===== src/rtl/uart_arb_pkg.sv =====
// Shared types and constants for the UART TX line arbiter.
//   arb_state_e    : arbiter FSM state (idle / line locked)
//   uart_byte_t    : one byte on the UART byte interface
//   UART_LINE_TERM : default byte that ends a line and releases the lock
package uart_arb_pkg;

  typedef enum logic {
    ARB_IDLE,
    ARB_LOCKED
  } arb_state_e;

  typedef logic [7:0] uart_byte_t;

  localparam byte UART_LINE_TERM = 8'h0A;

endpackage


===== src/rtl/uart_arb_rr_pick.sv =====
// Combinational round-robin priority picker.
// Grants the first set request bit at or after ptr, wrapping NumReq-1 -> 0.
// Ports:
//   req       : request vector
//   ptr       : index with the highest priority this round
//   gnt_valid : some request bit is set
//   gnt_idx   : index of the granted request (0 when gnt_valid is 0)
module uart_arb_rr_pick
  import uart_arb_pkg::*;
#(
  parameter int unsigned NumReq = 4
) (
  input  logic [NumReq-1:0]         req,
  input  logic [$clog2(NumReq)-1:0] ptr,
  output logic                      gnt_valid,
  output logic [$clog2(NumReq)-1:0] gnt_idx
);

  localparam int unsigned IdxW = $clog2(NumReq);

  always_comb begin
    logic [IdxW-1:0] cand;
    gnt_valid = 1'b0;
    gnt_idx   = '0;
    cand      = '0;
    for (int unsigned i = 0; i < NumReq; i++) begin
      cand = IdxW'((32'(ptr) + i) % NumReq);
      if (!gnt_valid && req[cand]) begin
        gnt_valid = 1'b1;
        gnt_idx   = cand;
      end
    end
  end

endmodule


===== src/rtl/uart_tx_line_arbiter.sv =====
// Shares one UART TX serializer between NumReq byte-stream requesters.
// Grants are round-robin and line-locked: the owner keeps the UART until it
// sends LineTerm, so printed lines from different requesters never interleave.
// Optional feature macro: UART_ARB_TIMEOUT_EN -- releases a lock whose owner
// has been idle for TimeoutCycles cycles.
// Ports:
//   clk_i, rst_i : clock, synchronous active-high reset
//   req_valid_i  : per-requester byte valid
//   req_data_i   : per-requester byte, requester r at [r*8 +: 8]
//   req_ready_o  : per-requester byte accepted
//   tx_valid_o   : byte to UART serializer valid
//   tx_data_o    : byte to UART serializer
//   tx_ready_i   : UART serializer accepts byte
//   owner_o      : index of current (or last) lock owner
//   busy_o       : lock held
module uart_tx_line_arbiter
  import uart_arb_pkg::*;
#(
  parameter int unsigned NumReq        = 4,
  parameter uart_byte_t  LineTerm      = UART_LINE_TERM,
  parameter int unsigned TimeoutCycles = 1024
) (
  input  logic                      clk_i,
  input  logic                      rst_i,
  input  logic [NumReq-1:0]         req_valid_i,
  input  logic [NumReq*8-1:0]       req_data_i,
  output logic [NumReq-1:0]         req_ready_o,
  output logic                      tx_valid_o,
  output logic [7:0]                tx_data_o,
  input  logic                      tx_ready_i,
  output logic [$clog2(NumReq)-1:0] owner_o,
  output logic                      busy_o
);

  localparam int unsigned IdxW = $clog2(NumReq);

  arb_state_e      state_q;
  logic [IdxW-1:0] owner_q;
  logic [IdxW-1:0] ptr_q;
  logic [IdxW-1:0] owner_next;
  logic [IdxW-1:0] pick_idx;
  logic            pick_valid;
  logic            owner_valid;
  uart_byte_t      owner_data;
  logic            lock_active;
  logic            accept;
  logic            release_term;
  logic            release_timeout;
  uart_byte_t      req_bytes [NumReq];

  for (genvar g = 0; g < NumReq; g++) begin : g_unpack
    assign req_bytes[g] = req_data_i[g*8 +: 8];
  end

  uart_arb_rr_pick #(
    .NumReq (NumReq)
  ) u_rr_pick (
    .req       (req_valid_i),
    .ptr       (ptr_q),
    .gnt_valid (pick_valid),
    .gnt_idx   (pick_idx)
  );

  assign owner_valid = req_valid_i[owner_q];
  assign owner_data  = req_bytes[owner_q];
  assign owner_next  = (owner_q == IdxW'(NumReq - 1)) ? '0 : owner_q + 1'b1;

  // Pass-through is masked while rst_i is high so a byte offered in the
  // reset cycle is never handshaken; the lock is dropped at that edge anyway.
  assign lock_active  = (state_q == ARB_LOCKED) && !rst_i;
  assign accept       = lock_active && owner_valid && tx_ready_i;
  assign release_term = accept && (owner_data == LineTerm);

  always_comb begin
    tx_valid_o  = 1'b0;
    tx_data_o   = '0;
    req_ready_o = '0;
    if (lock_active) begin
      tx_valid_o           = owner_valid;
      tx_data_o            = owner_data;
      req_ready_o[owner_q] = tx_ready_i;
    end
  end

`ifdef UART_ARB_TIMEOUT_EN
  localparam int unsigned CntW = (TimeoutCycles > 1) ? $clog2(TimeoutCycles) : 1;

  logic [CntW-1:0] idle_cnt_q;

  // An owner byte in the terminal-count cycle wins: owner_valid blocks release.
  assign release_timeout = lock_active && !owner_valid &&
                           (idle_cnt_q == CntW'(TimeoutCycles - 1));

  always_ff @(posedge clk_i) begin
    if (rst_i) begin
      idle_cnt_q <= '0;
    end else if ((state_q == ARB_LOCKED) && !owner_valid && !release_timeout) begin
      idle_cnt_q <= idle_cnt_q + 1'b1;
    end else begin
      idle_cnt_q <= '0;
    end
  end
`else
  // Only LineTerm releases the lock; TimeoutCycles has no effect in this build.
  assign release_timeout = 1'b0;

  if (TimeoutCycles == 0) begin : g_timeout_unused
  end
`endif

  always_ff @(posedge clk_i) begin
    if (rst_i) begin
      state_q <= ARB_IDLE;
      owner_q <= '0;
      ptr_q   <= '0;
    end else begin
      case (state_q)
        ARB_IDLE: begin
          if (pick_valid) begin
            owner_q <= pick_idx;
            state_q <= ARB_LOCKED;
          end
        end
        ARB_LOCKED: begin
          if (release_term || release_timeout) begin
            state_q <= ARB_IDLE;
            ptr_q   <= owner_next;
          end
        end
        default: state_q <= ARB_IDLE;
      endcase
    end
  end

  assign busy_o  = (state_q == ARB_LOCKED);
  assign owner_o = owner_q;

endmodule


===== config.mk =====
export PLATFORM = sky130hd
export DESIGN_NAME = uart_tx_line_arbiter
export DESIGN_NICKNAME = d
export VERILOG_FILES = /design/src/rtl/uart_arb_pkg.sv /design/src/rtl/uart_arb_rr_pick.sv /design/src/rtl/uart_tx_line_arbiter.sv
export SDC_FILE = /design/constraint.sdc
export NUM_CORES = 1
export LEC_CHECK = 0
export ABC_AREA = 1
export BUFFER_PORTS_ARGS = -buffer_cell sky130_fd_sc_hd__buf_2
export CAP_MARGIN = 10
export CORE_AREA = 2 2 56 58
export CTS_BUF_LIST = sky130_fd_sc_hd__clkbuf_8
export CTS_CLUSTER_DIAMETER = 150
export DETAILED_ROUTE_END_ITERATION = 8
export DIE_AREA = 0 0 58 60
export HOLD_SLACK_MARGIN = 0.05
export PLACE_DENSITY_LB_ADDON = 0.1
export SKIP_LAST_GASP = 1
export SYNTH_ARGS = -nofsm -noshare
export SYNTH_HDL_FRONTEND = slang
export SYNTH_SLANG_ARGS = --single-unit

===== constraint.sdc =====
create_clock -name clk_i -period 1.6 [get_ports clk_i]
set_clock_uncertainty 0.2 [all_clocks]
set_input_delay 0.32 -clock clk_i [delete_from_list [all_inputs] [get_ports clk_i]]
set_output_delay 0.32 -clock clk_i [all_outputs]
set_load 0.1 [all_outputs]

==> reports/qor.yml <==
critical_path:
  crit_chain: "buf_12, inv_12, nand2_4, nand3_2, and2_4, inv_2, nor2_4, buf_12"
  worst-path-buf-inv: 4
  slowest_stage: "dfxtp_4"
  required_ns: 1.08
  worstSetupPathDepth: 8
  crit_family: "buffers and inverters"
  endpoint_kind: "output port"
  r2r.worst_path.cells: 12
  path_class: "flip-flop to output port"
  worstPathArrival_ns: 1.36
  worst_path_most_repeated_cell: "buf_12"
  critPathLaunchType: "flip-flop"
  crit_fanout: 7
  slowest_delay_ns: 0.36
synth:
  syn_area_um2: 980
  syn_avg_cell_area_um2: 5.05
  ys_ff_latch: 5
  syn_inst: 194
  ys_seq_area_share_pct: 10.2
  ys_types: 21
  synthArstFlopShare_pct: 0
  synth_warnings: 0
  synth_edf_count: 0
  synth_flop_cell: "dfxtp_1"
  syn_nets: 237
sta:
  finalCritPeriodShare_pct: 117
  rsz0062_at_grt: "yes"
  fmax_ghz: 0.533
  fin_ws_ns: -0.277
  period_minus_slack_ns: 1.88
  setup_viol: 16
  worst_pin_slew_ns: 0.346
  final_hold_viol_count: 0
  drv_slew: 0
  slew_headroom_pct: 76.9
layout:
  instances_no_fill: 307
  final_nets: 318
  nFillCells: 232
  final_cell_mix: "nand2_1, buf_2, nand2_2"
  antenna_cells: 0
  final_layout_size_suffix_gt1_share_pct: 64.2
  final_common_cell: "nand2_1"
  area_growth_pct: 124
cts:
  h-tree-depth: 1
  cts_tree: "done"
  insertion_delay_ns: 0.23
  cts.sinks: 5
  numCtsBuffers: 3
  cts_root_buf: "clkbuf_8"
  clkTransAtPathRegs_ns: 0.04
  cts_hold_buf: 0
  clockBufferDepth: 2
min_path:
  holdPathStages: 4
  hold_path_class: "primary input to flip-flop"
route:
  wl_met3_um: 161
  first_pass_iters: 4
  wl_met1_um: 1510
  drt_iter0_markers: 36
  topRoutingLayerUsed: "met4"
  vias_per_cell: 4.77
  dr_wl_met2_um: 1910
  wire_per_inst_um: 11.7
  wl_um: 3610
  vias: 1464
  drc: 0
  ant_nets: 0
place:
  dp_slack_ns: -0.111
  dp_hpwl_um: 2420
  io_buffers: 54
  place_inst: 288
  place_congestion: 0.772
grt:
  grt_pass1_vias: 1356
  antenna_found_initial: 0
  grt_overflow_total: 0
  grt_pass1_wl_um: 5820
  grt_start_max_net_pins: 13
  grt_usage_pct: 21.1
floorplanning:
  placementRows: 20
  fp.dieH_um: 60
  io_pins: 55
  start_util_pct: 33.8
  core-area_mm2: 0.00290
  die_w_um: 58
  die_area_mm2: 0.00348
power:
  ir_drop_mv: 0.350
  leakage_nw: 1.07
  power.density_mw_per_mm2: 517
  power.total_mw: 1.13
run:
  drv_cap: 0
outcome:
  status: "complete, but fails checks"
  failed_checks: "negative setup slack"
[metrics by stage]
stage | area, µm² | utilization [%] | TNS [ns] | hold slack [ns]
detailed placement | 1740 | 59.8 | -1.31 | 0.416
global placement | 1740 | 59.8 | -0.980 | 0.413
finish | 2190 | 75.5 | -3.56 | 0.235
floorplan | 1160 | - | -6.52 | 0.301
global route | 2190 | 75.5 | -4.79 | 0.266
CTS | 1990 | 68.5 | -3.38 | 0.243
[synthesized netlist by cell type, types with 3 or more instances]
cell,n,area [µm²]
nand2_1,83,312
o21ai_0,4,20.0
inv_1,18,67.6
nand3_1,25,125
o21ai_1,3,15.0
ha_1,4,50.1
inv_2,3,11.3
dfxtp_1,5,100
nor2_1,28,105
buf_6,3,33.8
buf_4,3,22.5
[tightest hold or removal path, stage by stage]
cell	delay (ns)
buf_2	0.11
inv_1	0.09
nand2_1	0.07
nor2_1	0.03
[timing repair]
action,in CTS,in global routing
pin swaps,15,30
endpoints found under the setup margin,18,19
gates resized for setup,38,44
buffers inserted,6,6
gates cloned,2,1
[where the power goes]
| group | switching (mW) | internal, mW | leakage (nW) | total, mW |
|---|---|---|---|---|
| logic | 0.455 | 0.306 | 0.997 | 0.761 |
| registers | 0.00895 | 0.127 | 0.0444 | 0.136 |
| clock network | 0.0704 | 0.165 | 0.0269 | 0.236 |
[final timing paths]
path              slack, ns         end        from
hold reg to reg        0.42      busy_o      busy_o
setup / recovery      -0.28  tx_valid_o  owner_o[0]
setup reg to reg      -0.14    ptr_q[0]  owner_o[0]
hold / removal         0.23    ptr_q[1]       rst_i
[cell type report]
| type | instances | area (µm²) | area share, % |
|---|---|---|---|
| Clock buffer | 3 | 41.3 | 1.88 |
| Timing Repair Buffer | 82 | 788 | 36.0 |
| Inverter | 22 | 108 | 4.91 |
| Clock inverter | 1 | 3.75 | 0.171 |
| Sequential cell | 5 | 119 | 5.43 |
| Timing Repair inverter | 2 | 25.0 | 1.14 |
| Tap cell | 33 | 41.3 | 1.88 |
| Multi-Input combinational cell | 159 | 1060 | 48.6 |
[registers in the layout, summed over array words and instances, names as in the netlist]
name / flops
busy_o: 1
owner_o: 2
ptr_q: 2
[layer usage]
| layer | global-route usage (%) | up-vias |
|---|---|---|
| met1 | 25.6 | 661 |
| met2 | 39.3 | 38 |
| li1 | - | 763 |
| met3 | 2.81 | 2 |
| met4 | 4.98 | 0 |
| met5 | 0 | - |
[cell families (layout without fill, tap and decap cells)]
| kind of cell | count (synthesis) | in the layout | synth area share (%) |
|---|---|---|---|
| buffers and inverters | 30 | 110 | 16.6 |
| AND/OR/NAND/NOR | 146 | 146 | 63.5 |
| adder cells (fa/ha/maj) | 4 | 4 | 5.11 |
| flip-flops | 5 | 5 | 10.2 |
| AO/OA/AOI/OAI | 9 | 9 | 4.60 |
(Power assumes the default switching activity.)
